## src/rtl/clk_div_mon.sv

```systemverilog
// Divided-clock monitor: measures period and high time of i_sig in i_clk cycles and
// republishes stable measurements through a value/toggle handshake.
module clk_div_mon #(
  parameter int unsigned CNT_W       = 8,
  parameter int unsigned SYNC_STAGES = 2,
  parameter int unsigned STABLE_N    = 2
) (
  input  logic             i_clk,
  input  logic             i_rstn,
  input  logic             i_en,
  input  logic             i_sig,
  output logic [CNT_W-1:0] o_period,
  output logic [CNT_W-1:0] o_high,
  output logic             o_tog,
  output logic             o_stable,
  output logic             o_timeout
);

  localparam logic [CNT_W-1:0] CntMax  = '1;
  localparam logic [CNT_W-1:0] CntOne  = CNT_W'(1);
  localparam logic [3:0]       StableN = 4'(STABLE_N);

  typedef enum logic [1:0] {StIdle, StArm, StMeas, StLost} state_e;

  logic sig_sync;
  logic sig_dly_q;
  logic rise;

  if (SYNC_STAGES == 0) begin : g_bypass
    assign sig_sync = i_sig;
  end else begin : g_sync
    logic [SYNC_STAGES-1:0] sync_q, sync_d;

    // Shift toward the MSB; the cast drops the oldest stage.
    always_comb begin
      sync_d = SYNC_STAGES'({sync_q, i_sig});
    end

    always_ff @(posedge i_clk or negedge i_rstn) begin
      if (!i_rstn) begin
        sync_q <= '0;
      end else begin
        sync_q <= sync_d;
      end
    end

    assign sig_sync = sync_q[SYNC_STAGES-1];
  end

  always_ff @(posedge i_clk or negedge i_rstn) begin
    if (!i_rstn) begin
      sig_dly_q <= 1'b0;
    end else begin
      sig_dly_q <= sig_sync;
    end
  end

  assign rise = sig_sync & ~sig_dly_q;

  state_e           state_q, state_d;
  logic [CNT_W-1:0] cnt_q, cnt_d;
  logic [CNT_W-1:0] hcnt_q, hcnt_d;
  logic [CNT_W-1:0] prev_per_q, prev_per_d;
  logic [CNT_W-1:0] prev_high_q, prev_high_d;
  logic [3:0]       match_q, match_d;
  logic [CNT_W-1:0] per_q, per_d;
  logic [CNT_W-1:0] high_q, high_d;
  logic             tog_q, tog_d;
  logic             stable_q, stable_d;
  logic             timeout_q, timeout_d;
  logic             pend_q, pend_d;

  logic       meas_same;
  logic       meas_differs;
  logic [3:0] match_nxt;

  // match_q == 0 means there is no previous measurement to compare against.
  assign meas_same    = (match_q != 4'd0) && (cnt_q == prev_per_q) && (hcnt_q == prev_high_q);
  assign meas_differs = (cnt_q != per_q) || (hcnt_q != high_q);
  assign match_nxt    = meas_same ? ((match_q < StableN) ? match_q + 4'd1 : match_q) : 4'd1;

  always_comb begin
    state_d     = state_q;
    cnt_d       = cnt_q;
    hcnt_d      = hcnt_q;
    prev_per_d  = prev_per_q;
    prev_high_d = prev_high_q;
    match_d     = match_q;
    per_d       = per_q;
    high_d      = high_q;
    tog_d       = tog_q;
    stable_d    = stable_q;
    timeout_d   = timeout_q;
    pend_d      = 1'b0;

    // Data registered last cycle; announce it now so it is settled before the toggle.
    if (pend_q) begin
      tog_d    = ~tog_q;
      stable_d = 1'b1;
    end

    if (!i_en) begin
      state_d     = StIdle;
      cnt_d       = '0;
      hcnt_d      = '0;
      prev_per_d  = '0;
      prev_high_d = '0;
      match_d     = 4'd0;
      tog_d       = tog_q;
      stable_d    = 1'b0;
      timeout_d   = 1'b0;
    end else begin
      unique case (state_q)
        StIdle: begin
          state_d = StArm;
        end

        StArm: begin
          if (rise) begin
            state_d = StMeas;
            cnt_d   = CntOne;
            hcnt_d  = CntOne;
          end else if (cnt_q == CntMax) begin
            state_d   = StLost;
            timeout_d = 1'b1;
            stable_d  = 1'b0;
          end else begin
            cnt_d = cnt_q + CntOne;
          end
        end

        StMeas: begin
          if (rise) begin
            cnt_d       = CntOne;
            hcnt_d      = CntOne;
            prev_per_d  = cnt_q;
            prev_high_d = hcnt_q;
            match_d     = match_nxt;
            if (stable_q && meas_differs) begin
              stable_d = 1'b0;
            end
            if ((match_nxt == StableN) && (!stable_q || meas_differs)) begin
              per_d  = cnt_q;
              high_d = hcnt_q;
              pend_d = 1'b1;
            end
          end else if (cnt_q == CntMax) begin
            state_d   = StLost;
            timeout_d = 1'b1;
            stable_d  = 1'b0;
          end else begin
            // hcnt never exceeds cnt, so it cannot wrap before cnt saturates.
            cnt_d = cnt_q + CntOne;
            if (sig_sync) begin
              hcnt_d = hcnt_q + CntOne;
            end
          end
        end

        StLost: begin
          stable_d = 1'b0;
          if (rise) begin
            state_d   = StMeas;
            timeout_d = 1'b0;
            match_d   = 4'd0;
            cnt_d     = CntOne;
            hcnt_d    = CntOne;
          end
        end

        default: begin
          state_d = StIdle;
        end
      endcase
    end
  end

  always_ff @(posedge i_clk or negedge i_rstn) begin
    if (!i_rstn) begin
      state_q     <= StIdle;
      cnt_q       <= '0;
      hcnt_q      <= '0;
      prev_per_q  <= '0;
      prev_high_q <= '0;
      match_q     <= 4'd0;
      per_q       <= '0;
      high_q      <= '0;
      tog_q       <= 1'b0;
      stable_q    <= 1'b0;
      timeout_q   <= 1'b0;
      pend_q      <= 1'b0;
    end else begin
      state_q     <= state_d;
      cnt_q       <= cnt_d;
      hcnt_q      <= hcnt_d;
      prev_per_q  <= prev_per_d;
      prev_high_q <= prev_high_d;
      match_q     <= match_d;
      per_q       <= per_d;
      high_q      <= high_d;
      tog_q       <= tog_d;
      stable_q    <= stable_d;
      timeout_q   <= timeout_d;
      pend_q      <= pend_d;
    end
  end

  assign o_period  = per_q;
  assign o_high    = high_q;
  assign o_tog     = tog_q;
  assign o_stable  = stable_q;
  assign o_timeout = timeout_q;

endmodule

```

## config.mk

```make
export PLATFORM = sky130hd
export DESIGN_NAME = clk_div_mon
export DESIGN_NICKNAME = d
export VERILOG_FILES = /design/src/rtl/clk_div_mon.sv
export SDC_FILE = /design/constraint.sdc
export NUM_CORES = 1
export LEC_CHECK = 0
export CAP_MARGIN = 20
export CORE_MARGIN = 4
export CORE_UTILIZATION = 55
export DETAILED_ROUTE_END_ITERATION = 6
export PLACE_DENSITY = 0.75
export SLEW_MARGIN = 10
export SYNTH_ARGS = -nofsm -noshare
export SYNTH_HDL_FRONTEND = slang
export SYNTH_SLANG_ARGS = --single-unit
```

## constraint.sdc

```tcl
create_clock -name i_clk -period 5.95 [get_ports i_clk]
set_input_delay 1.19 -clock i_clk [delete_from_list [all_inputs] [get_ports i_clk]]
set_output_delay 1.19 -clock i_clk [all_outputs]
set_load 0.03 [all_outputs]
```

; ---- Word level (Yosys, flattened, before mapping)
; Cells that the tools add are included.
[totals]
reg_bits = 61
in_bits = 4
output_inout_bits = 19
wordCells = 107
[classes]
n_addsub = 3
magnitude_cmp = 1
n_eq_ne = 23
n_mux = 44
n_bitwise = 3
n_reduce_logical = 19
[op_table]
columns = cell, n
row1 = 8-bit 2-to-1 mux, 14
row2 = 8-bit case mux with 2 select lines, 2
row3 = 4-bit 2-to-1 mux, 5
row4 = 8-bit by 1-bit adder with 8-bit output (second input constant), 2
row5 = 8-bit == test, 2
row6 = 8-bit inequality test, 2
row7 = 1-bit 2-to-1 mux, 14
row8 = 3-bit by 2-bit inequality test with 1-bit output (second input constant), 4
row9 = 3-bit inequality test (second input constant), 4
row10 = 4-bit inequality test (second input constant), 3
row11 = 4-bit AND reduction, 3
row12 = 2-bit 2-to-1 mux, 5
row13 = 8-bit == test (second input constant), 1
row14 = 2-bit case mux with 4 select lines, 1
row15 = 4-bit case mux with 2 select lines, 1
row16 = 2-bit AND reduction, 3
row17 = 3-bit AND reduction, 2
row18 = 4-bit by 1-bit adder with 4-bit output (second input constant), 1
row19 = 2-bit == test (second input constant), 2
row20 = 4-bit by 2-bit == test with 1-bit output (second input constant), 1
row21 = 1-bit logical AND, 4
row22 = 4-bit by 2-bit < comparator with 1-bit output (second input constant), 1
row23 = 2-bit by 1-bit inequality test with 1-bit output (second input constant), 2
row24 = 4-bit nonzero test, 1
row25 = 10 further kinds, 13

; ---- Depth between registers and ports, before layout
; Gate-level depths: netlist of run 1.
[logic_depth]
ltp_word = 10
mapped_depth = 9
mapped_depth_nobuf = 7

; ---- Least setup slack after synthesis of run 1
; No wires, ideal clock.
[synth_path]
kind = in2reg
startpoint = input i_en
endpoint = register high_q[6], in the netlist o_high[6]
setup_time_ps = 125
arrival_ps = 2825
required_ps = 5825
slack_ps = 3000
path_stages = 8
path_buffers = 4
cell_sequence = buf_2 > and4b_1 > clkbuf_1 > nand3_1 > a2111o_1 > buf_6 > buf_12 > mux2_4
[synth_via]
elab_chain_cells = 1
[synth_rtl]
columns = element, line_no
row1 = "start, declared", 10  ; input logic i_en,
row2 = 4-bit AND reduction (no line), -
row3 = "end signal, assigned", 200  ; high_q <= high_d;
row4 = "end, declared", 67  ; logic [CNT_W-1:0] high_q, high_d;
; Every way passes these cells.
; A chain may end at the register's enable or synchronous reset.

; ---- Worst setup path in the final report of run 1
[layout_path]
startpoint = input i_en
endpoint = register per_q[3], in the netlist o_period[3]
[layout_via]
elab_chain_cells = 1
[layout_rtl]
columns = element, line_no
row1 = 4-bit AND reduction (no line), -
row2 = "end signal, assigned", 199  ; per_q <= per_d;
row3 = "end, declared", 66  ; logic [CNT_W-1:0] per_q, per_d;
; Every way passes these cells.

==> run summary, run 1 <==
status - completed
std cell rows - 27
Layout area overhead - 12.2%
antenna-violating nets left - 0
maxcap violations - 0
peak supply drop - 0.000245 V
placed instance area - 0.00346 sq mm
Post-synth EDFFs - 0
Worst Skew - 0.00954 ns
Hold WS - 0.355 ns
PwrDens - 264 mW/mm^2
postcts setup bufs - 0
Post-Route WL - 6.94 mm
crit end category - flip-flop
Total GRT Usage - 0.209
Num CTS Buffers - 9
CP Data Arrival Time - 3.95 ns
WS Path Type - input pin to flip-flop
GRT overflow - 0
Max Root-Sink Buffers - 2
Startpoint Class - input pin
RSZ-0062 raised after global routing - false
Sequential Power Share - 0.469
area of the die - 0.00724 sq mm
largest net degree at the start of global routing - 62
chip height - 85.1 um
DP HPWL - 4.66 mm
NumNets Final - 325
Final Hold Fails - 0
Ports - 23
sequential area share after synthesis - 0.467
Reg clk slew, reported paths - 0.06 ns
worst-path maximum fanout - 19
drt via density - 5.90
Core Region - 0.00564 sq mm
combinational share of power - 0.117
register bit count reported by yosys - 61
clock latency on the worst-skew pair - 0.33 ns
Pre-antenna DRT Iters - 5
Slew @ Worst Pin - 0.968 ns
CTS Sinks - 61
sw frac - 0.263
syn_area_per_cell - 10.9 sq um
Setup violations, final - 0
min Tclk post-route - 3.74 ns
Max Clk Rate - 267 MHz
Initial Utilization - 0.580
Async SR Flop Fraction - 1.00
Inst Count DP - 374
Ant. Diodes - 0
synthesized cell area - 0.00327 sq mm
hold crit path type - flip-flop to flip-flop
Pleak - 1.66 nW
Synthesis Warnings - 0
setup TNS - 0 ns
top_reg_cell synth - dfrtp_1
post-synthesis cell type count - 53
final non-filler cell total - 389
Clock power frac - 0.414
Tcrit/Tclk final - 0.629
Psw - 0.255 mW
GPL Wtd Cong - 0.780
post-synth net total - 313
hold_buf cts - 0
Vias - 2297
Starting DRT DRC Count - 168
layout cell share with drive strength beyond 1 - 0.136
CP Data Required Time - 6.16 ns
CTS H-Tree Depth - 3
Synth Instances - 301
vias in the first global route - 2208
initial antenna violation count - 0
post-route design area - 0.00367 sq mm
drt wl/cell - 17.8 um
DR DRC count - 0
IO buf count - 22
CTS Root Cell - clkbuf_8
Internal - 0.713 mW
Die W - 85.1 um
first-pass GRT wire length - 11.7 mm
TritonCTS clock tree - yes
fin. max-slew vios - 0
Post-CTS Resized - 0
Rel. slew slack - 0.350
==> registers in the layout, summed over array words and instances (netlist names) <==
signal,flops
o_period,8
o_stable,1
g_sync.sync_q,2
match_q,4
pend_q,1
prev_per_q,8
cnt_q,8
prev_high_q,8
o_tog,1
sig_dly_q,1
o_high,8
state_q,2
hcnt_q,8
o_timeout,1
==> stage by stage <==
stage / utilization / setup WS (ns) / total power [mW]
floorplan: - / 3.00 / 0.536
global placement: 0.613 / 2.01 / 0.571
detailed placement: 0.613 / 1.92 / 0.575
finish: 0.650 / 2.21 / 0.968
CTS: 0.650 / 2.24 / 0.977
global route: 0.650 / 2.13 / 1.02
==> kinds of logic after synthesis <==
kind of cell / count (synthesis) / synth area share
buffers and inverters: 36 / 0.0562
XOR/XNOR: 39 / 0.107
flip-flops: 61 / 0.467
adder cells (fa/ha/maj): 8 / 0.0306
AND/OR/NAND/NOR: 73 / 0.116
AO/OA/AOI/OAI: 66 / 0.150
multiplexers: 18 / 0.0731
==> placed cells by master, fill, tap and decap left out, types with 2 or more instances in the layout <==
| master | Yosys | routed |
|---|---|---|
| o22ai_1 | 2 | 2 |
| nand4b_1 | 2 | 2 |
| ha_1 | 8 | 8 |
| and3_1 | 2 | 2 |
| a211oi_1 | 5 | 5 |
| bufinv_16 | 0 | 2 |
| o21ai_0 | 11 | 11 |
| or2_2 | 2 | 2 |
| nor3_1 | 6 | 6 |
| inv_1 | 13 | 13 |
| mux2_4 | 10 | 10 |
| xor2_1 | 13 | 13 |
| a2111oi_0 | 2 | 2 |
| nor4_1 | 3 | 3 |
| clkinv_2 | 0 | 3 |
| nor2_1 | 18 | 18 |
| xnor2_1 | 25 | 25 |
| nand3_1 | 8 | 8 |
| nand2_1 | 14 | 14 |
| clkdlybuf4s50_1 | 0 | 21 |
| a21oi_1 | 7 | 7 |
| nand4_1 | 6 | 6 |
| o21a_1 | 2 | 2 |
| buf_4 | 0 | 2 |
| mux2_2 | 7 | 7 |
| a22o_1 | 15 | 15 |
| a21o_1 | 2 | 2 |
| a31oi_1 | 7 | 7 |
| nand2b_1 | 5 | 5 |
| clkbuf_8 | 0 | 10 |
| dfrtp_1 | 61 | 61 |
==> path summary, 6_finish.rpt <==
kind                                       start          endpoint  slack, ns  cells after the start
worst max-delay path                        i_en       o_period[3]       2.21                      5
worst min-delay path            g_sync.sync_q[0]  g_sync.sync_q[1]       0.36                      0
worst max register to register        state_q[0]       o_period[3]       2.85                      6
worst min register to register  g_sync.sync_q[0]  g_sync.sync_q[1]       0.36                      0
max in group asynchronous                 i_rstn     prev_per_q[2]       4.44                      2
min in group asynchronous                 i_rstn        match_q[1]       1.02                      2
==> synth_stat cells, types with 2 or more instances <==
cell type	n	share of area
ha_1	8	0.031
a21oi_1	7	0.011
mux2_4	10	0.046
o21a_1	2	0.0046
a22o_1	15	0.040
nor4_1	3	0.0057
xnor2_1	25	0.067
a2111oi_0	2	0.0054
a211oi_1	5	0.011
o22ai_1	2	0.0038
nand2_1	14	0.016
mux2_2	7	0.024
a21o_1	2	0.0046
nand2b_1	5	0.0096
o21ai_0	11	0.017
or2_2	2	0.0038
nand3_1	8	0.012
clkbuf_1	11	0.013
inv_1	13	0.015
buf_2	7	0.011
and3_1	2	0.0038
a31oi_1	7	0.013
nand4_1	6	0.011
nand4b_1	2	0.0054
nor2_1	18	0.021
buf_6	3	0.010
nor3_1	6	0.0092
dfrtp_1	61	0.47
xor2_1	13	0.035
==> layout make-up <==
| class | count | area, sq um |
|---|---|---|
| multi-input cells | 204 | 1560 |
| inverters | 13 | 48.8 |
| clock inverters | 5 | 75.1 |
| fillers | 453 | 1970 |
| clock buffers | 10 | 138 |
| well taps | 72 | 90.1 |
| repair buffers | 24 | 230 |
| flip-flops and latches | 61 | 1530 |
==> power groups by stage <==
stage / Sequential [mW] / Combinational (mW) / Clock (mW)
after global routing: 0.457 / 0.128 / 0.432
after detailed placement: 0.462 / 0.113 / 0
after CTS: 0.454 / 0.114 / 0.408
after floorplan: 0.442 / 0.0945 / 0
after global placement: 0.461 / 0.109 / 0
final: 0.455 / 0.113 / 0.401
==> worst max-delay path, cell delays in order <==
cell and delay [ns]:
clkdlybuf4s50_1 0.62, and4b_1 0.72, nand3_1 0.27, a2111o_1 0.73, mux2_4 0.41
==> per-layer routing <==
layer,track usage,share of wire,up-vias
met3,0.0621,0.048,11
met5,0,0,-
met1,0.290,0.46,1134
li1,-,-,1085
met4,0.0662,0.015,0
met2,0.314,0.48,67
No activity file was read; power rests on OpenSTA's default activity.
==> run 2, diff against run 1 <==
CORE_UTILIZATION = 53   (was 55)
PLACE_DENSITY = 0.76   (was 0.75)
clock period = 3.4 ns   (was 5.95 ns; I/O delays follow)
==> run 2 against run 1 <==
Cell count up 4.4%. Sequential power grew 70%. Critical endpoint unchanged. Power rose by 91%. Clock power is 110% higher. Via count is 2.1% higher. Count of clock-buffer cells in the layout rose by 1. Design area up 4.3%.
==> run summary, run 2 (synthesis gave the netlist of run 1 again) <==
Ant. Diodes - 0 (unchanged)
Final Hold Fails - 0 (unchanged)
GPL Wtd Cong - 0.803 (+3.0%)
min Tclk post-route - 2.78 ns
setup TNS - 0 ns (unchanged)
worst slack, placed - 0.403 ns (-1.51 ns)
min-delay src - g_sync.sync_q[0]
drt via density - 5.78 (-2.1%)
fin. max-slew vios - 0 (unchanged)
CP cell instances - inv_1 > ha_1 > or4bb_1 > o21ai_0 > nand3_1 > a2111o_1 > mux2_4
Reg2Reg Setup Slack - 0.62 ns (-2.23 ns)
Post-Route WL - 7.24 mm (+4.4%)
CTS H-Tree Depth - 3 (unchanged)
Num CTS Buffers - 9 (unchanged)
clock latency on the worst-skew pair - 0.34 ns (about the same)
Post-CTS Resized - 0 (unchanged)
WS Path Type - flip-flop to flip-flop
DP HPWL - 4.99 mm (+7.2%)
antenna-violating nets left - 0 (unchanged)
largest net degree at the start of global routing - 34 (-45%)
status - completed
Hold Path Depth - 0 (unchanged)
CP Data Arrival Time - 3.00 ns (-0.95 ns)
Rel. slew slack - 0.442 (+0.0919)
CP Data Required Time - 3.62 ns (-2.54 ns)
hold crit path type - flip-flop to flip-flop
vias in the first global route - 2373 (+7.5%)
critical path's slowest cell - a2111o_1
worst-path maximum fanout - 16 (-3)
Setup violations, final - 0 (unchanged)
Multi-input gate area - 0.00156 sq mm (unchanged)
Max Root-Sink Buffers - 2 (unchanged)
Initial Utilization - 0.549 (-0.0306)
Ports - 23 (unchanged)
initial antenna violation count - 0 (unchanged)
Reg area - 0.00153 sq mm (unchanged)
commonest cells after routing, fill and taps aside - 61 x dfrtp_1, 25 x xnor2_1, 21 x clkdlybuf4s50_1
TritonCTS clock tree - yes
layout cell share with drive strength beyond 1 - 0.172 (+0.0366)
fill count - 483 (+6.6%)
Pre-antenna DRT Iters - 4 (-1)
drt wl/cell - 17.8 um (about the same)
RSZ-0062 raised after global routing - false
post-layout power - 1.85 mW (+91%)
Startpoint Class - flip-flop
leading cell type in the layout, fill and taps excluded - dfrtp_1
Core Region - 0.00596 sq mm (+5.6%)
NumNets Final - 338 (+4.0%)
FF-to-FF path depth - 7 (+1)
IO buf count - 22 (unchanged)
postcts setup bufs - 0 (unchanged)
Reg clk slew, reported paths - 0.08 ns (+0.02 ns)
first-pass GRT wire length - 12.3 mm (+5.5%)
Total GRT Usage - 0.215 (+0.00638)
Tcrit/Tclk final - 0.817
chip height - 86.6 um (+1.7%)
CTS Sinks - 61 (unchanged)
Worst Skew - 0.00930 ns (-0.000241 ns)
std cell rows - 28 (+3.7%)
Starting DRT DRC Count - 222 (+32%)
WHS Endpoint - g_sync.sync_q[1]
Vias - 2346 (+2.1%)
slowest cell delay on critical path - 0.72 ns (about the same)
Layout area overhead - 17.0%
Worst R2R Start - match_q[1]
Max Clk Rate - 360 MHz
crit end category - flip-flop
peak supply drop - 0.000274 V (+12%)
CTS Root Cell - clkbuf_8
Slew @ Worst Pin - 0.838 ns (-0.130 ns)
Pleak - 1.75 nW (+5.2%)
area of the die - 0.00749 sq mm (+3.4%)
GRT overflow - 0 (unchanged)
reg-to-reg endpoint - o_period[3]
Setup WS post-layout - 0.621 ns (-1.59 ns)
hold_buf cts - 0 (unchanged)
DR DRC count - 0 (unchanged)
maxcap violations - 0 (unchanged)
Die W - 86.6 um (+1.7%)
PwrDens - 485 mW/mm^2 (+84%)
==> run 2: cell types whose count changed in the layout (fill, tap and decap cells not counted) <==
cell / previous run / this run
buf_4: 2 / 14
clkinv_4: 0 / 1
bufinv_16: 2 / 3
clkbuf_8: 10 / 11
clkinv_2: 3 / 0
buf_12: 0 / 1
clkinvlp_4: 0 / 1
==> run 2: report_power, final <==
part | internal (mW) | total, mW | switching [mW]
combinational | 0.0993 | 0.245 | 0.146
sequential | 0.746 | 0.775 | 0.0297
clock | 0.528 | 0.834 | 0.305
==> run 2: worst max-delay path by stage <==
stage	startpoint	to	slack, ns
3_3_place_gp	i_en	o_period[5]	0.45
4_1_cts	match_q[1]	o_high[6]	0.63
6_report	match_q[1]	o_period[3]	0.62
5_1_grt	match_q[1]	o_period[5]	0.49
3_5_place_dp	i_en	o_period[7]	0.40
2_1_floorplan	i_en	o_high[6]	0.96
==> run 2: layout make-up <==
type                    instances  share of cell area
clock buffers                  11              0.0396
inverters                      13              0.0127
multi-input cells             204               0.408
clock inverters                 5              0.0278
well taps                      75              0.0245
flip-flops and latches         61               0.399
repair buffers                 37              0.0889
==> run 2: through the flow <==
step                      cell area, sq um   util  hold WS [ns]  cells
after floorplan                       3270      -         0.331    301
after global placement                3570  0.599         0.334    390
after detailed placement              3570  0.599         0.339    390
after CTS                             3830  0.643         0.355    406
after global routing                  3830  0.643         0.373    406
final                                 3830  0.643         0.354    406
==> run 2: critical path, delay by kind of cell (launching register included) <==
kind	cells	cell delay, ns
compound gates	2	0.82
fa+ha+maj	1	0.30
buf+inv	1	0.09
flops	1	0.41
mux	1	0.42
simple gates	2	0.60
==> run 2: metal layers <==
metal | global-route usage | wire, um | vias to the layer above
met2 | 0.334 | 3490 | 66
met3 | 0.0494 | 378 | 14
met5 | 0 | 0 | -
li1 | - | - | 1115
met4 | 0.0921 | 157 | 0
met1 | 0.290 | 3220 | 1151
==> run 3, diff against run 2 <==
clock period = 2.4 ns   (was 3.4 ns; I/O delays follow)
==> run 3 against run 2 <==
The flow now finishes with violations (setup timing). Fmax grew 14%. Critical path type unchanged. Highest routed layer unchanged. Combinational power grew 41%. Cell count grew 4.4%. Design area grew 2.4%. First-iteration DRC count shrank 32%. Largest cell class unchanged. Critical endpoint is now o_period[5].
==> run summary, run 3 (synthesis gave the netlist of run 1 again) <==
Core Region - 0.00596 sq mm (unchanged)
violated checks - setup timing
NumNets Final - 357 (+5.6%)
DR DRC count - 0 (unchanged)
Inst Count DP - 407 (+4.4%)
CP Data Required Time - 2.62 ns (-1.00 ns)
Psw - 0.631 mW (+31%)
Ant. Diodes - 0 (unchanged)
crit end category - flip-flop
combinational share of power - 0.146 (+0.014)
IO buf count - 22 (unchanged)
first-pass GRT wire length - 12.1 mm (-1.4%)
Starting DRT DRC Count - 151 (-32%)
hold_buf cts - 0 (unchanged)
Setup crit start - match_q[0]
Worst R2R Start - match_q[0]
peak supply drop - 0.000448 V (+63%)
antenna-violating nets left - 0 (unchanged)
Rel. slew slack - 0.577 (+0.136)
worst-path maximum fanout - 16 (unchanged)
drt via density - 5.67 (-1.8%)
grt met1 use - 0.296 (+0.00608)
fin. max-slew vios - 0 (unchanged)
chip height - 86.6 um (unchanged)
std cell rows - 28 (unchanged)
Max Clk Rate - 412 MHz (+14%)
FF-to-FF path depth - 8 (+1)
Setup violations, final - 13 (+13)
Max Root-Sink Buffers - 2 (unchanged)
GPL Wtd Cong - 0.848 (+5.6%)
Reg area - 0.00153 sq mm (unchanged)
Total GRT Usage - 0.213 (-0.00239)
PwrDens - 605 mW/mm^2 (+25%)
hold crit path type - input pin to async pin
final non-filler cell total - 424 (+4.4%)
Num CTS Buffers - 9 (unchanged)
Clock power frac - 0.381 (-0.069)
reg-to-reg endpoint - o_period[5]
post-layout power - 2.37 mW (+28%)
Ports - 23 (unchanged)
Initial Utilization - 0.549 (unchanged)
CTS H-Tree Depth - 3 (unchanged)
commonest cells after routing, fill and taps aside - 61 x dfrtp_1, 33 x buf_4, 25 x xnor2_1
Internal - 1.74 mW (+27%)
maxcap violations - 0 (unchanged)
clock latency on the worst-skew pair - 0.33 ns (about the same)
Tcrit/Tclk final - 1.01 (+0.195)
status - finished with violations
GRT overflow - 0 (unchanged)
Multi-input gate area - 0.00158 sq mm (+0.96%)
Vias - 2406 (+2.6%)
vias in the first global route - 2410 (+1.6%)
met3 Usage GRT - 0.0371 (-0.0124)
busiest layer in global routing - met2
sw frac - 0.266 (+0.00668)
Pre-antenna DRT Iters - 4 (unchanged)
grt met2 use - 0.323 (-0.0118)
Slew @ Worst Pin - 0.618 ns (-0.220 ns)
Reg clk slew, reported paths - 0.07 ns (about the same)
CTS Root Cell - clkbuf_8
largest net degree at the start of global routing - 29 (-15%)
Post-Route WL - 7.30 mm (+0.86%)
Setup WS post-layout - -0.0282 ns (-0.650 ns)
drt wl/cell - 17.2 um (-3.4%)
min Tclk post-route - 2.43 ns (-0.350 ns)
DP HPWL - 5.28 mm (+5.8%)
Startpoint Class - flip-flop
Layout area overhead - 19.9%
Final Hold Fails - 0 (unchanged)
CP Data Arrival Time - 2.65 ns (-0.35 ns)
fill count - 494 (+2.3%)
area of the die - 0.00749 sq mm (unchanged)
TritonCTS clock tree - yes
leading cell type in the layout, fill and taps excluded - dfrtp_1
layout cell share with drive strength beyond 1 - 0.218 (+0.0456)
Worst Skew - 0.00539 ns (-0.00391 ns)
RSZ-0062 raised after global routing - true
initial antenna violation count - 0 (unchanged)
CTS Sinks - 61 (unchanged)
Sequential Power Share - 0.473 (+0.055)
Pleak - 1.82 nW (+3.9%)
crit path to - o_period[5]
Reg2Reg Setup Slack - -0.03 ns (-0.65 ns)
WS Path Type - flip-flop to flip-flop
Die W - 86.6 um (unchanged)
## run 3: cell type report
type / count / area share
Multi-Input combinational cell: 204 / 0.402
Sequential cell: 61 / 0.389
Timing Repair Buffer: 56 / 0.123
Clock buffer: 14 / 0.0415
Tap cell: 75 / 0.0239
Inverter: 13 / 0.0124
Clock inverter: 1 / 0.00766
## run 3: how the worst min path moves through the flow
stage                       end  slack (ns)  cells after the start
2_1_floorplan          cnt_q[0]        0.18                      0
3_5_place_dp   g_sync.sync_q[1]        0.34                      0
6_report              hcnt_q[2]        0.17                      1
3_3_place_gp   g_sync.sync_q[1]        0.34                      0
4_1_cts               o_high[4]        0.18                      1
5_1_grt          prev_high_q[2]        0.20                      1
## run 3: power by group through the flow
stage / registers (mW) / logic (mW) / clock network (mW)
floorplan: 1.10 / 0.234 / 0
global placement: 1.14 / 0.330 / 0
detailed placement: 1.14 / 0.343 / 0
CTS: 1.12 / 0.348 / 0.921
global route: 1.12 / 0.384 / 0.975
finish: 1.12 / 0.346 / 0.904
## run 3: stage by stage
stage                     TNS, ns  hold slack (ns)  cell area (sq um)  setup slack, ns  utilization
final                      -0.231            0.170               3920          -0.0282        0.658
after floorplan                 0            0.184               3270          0.00941            -
after global placement    -0.0607            0.338               3690          -0.0276        0.620
after global routing        -1.87            0.203               3920           -0.133        0.658
after CTS                 -0.0516            0.184               3920          -0.0145        0.658
after detailed placement   -0.689            0.336               3700          -0.0602        0.621
## run 3: what timing repair did
item | 4_1_cts | 5_1_grt
resized for setup | 3 | 2
setup endpoints to repair | 16 | 16
setup buffers | 2 | 0
## run 3: metal layers
metal	routed length (um)	part of all wire	up-vias
met5	0	0	-
met4	151	0.021	0
met3	323	0.044	11
li1	-	-	1152
met1	3360	0.46	1178
met2	3470	0.48	65
## run 3: worst max-delay path, stage by stage (launching register included)
cell	delay, ns
dfrtp_1	0.40
inv_2	0.07
ha_4	0.26
or4bb_1	0.47
o21ai_1	0.10
nand3_1	0.11
a2111o_1	0.41
buf_12	0.18
mux2_4	0.30
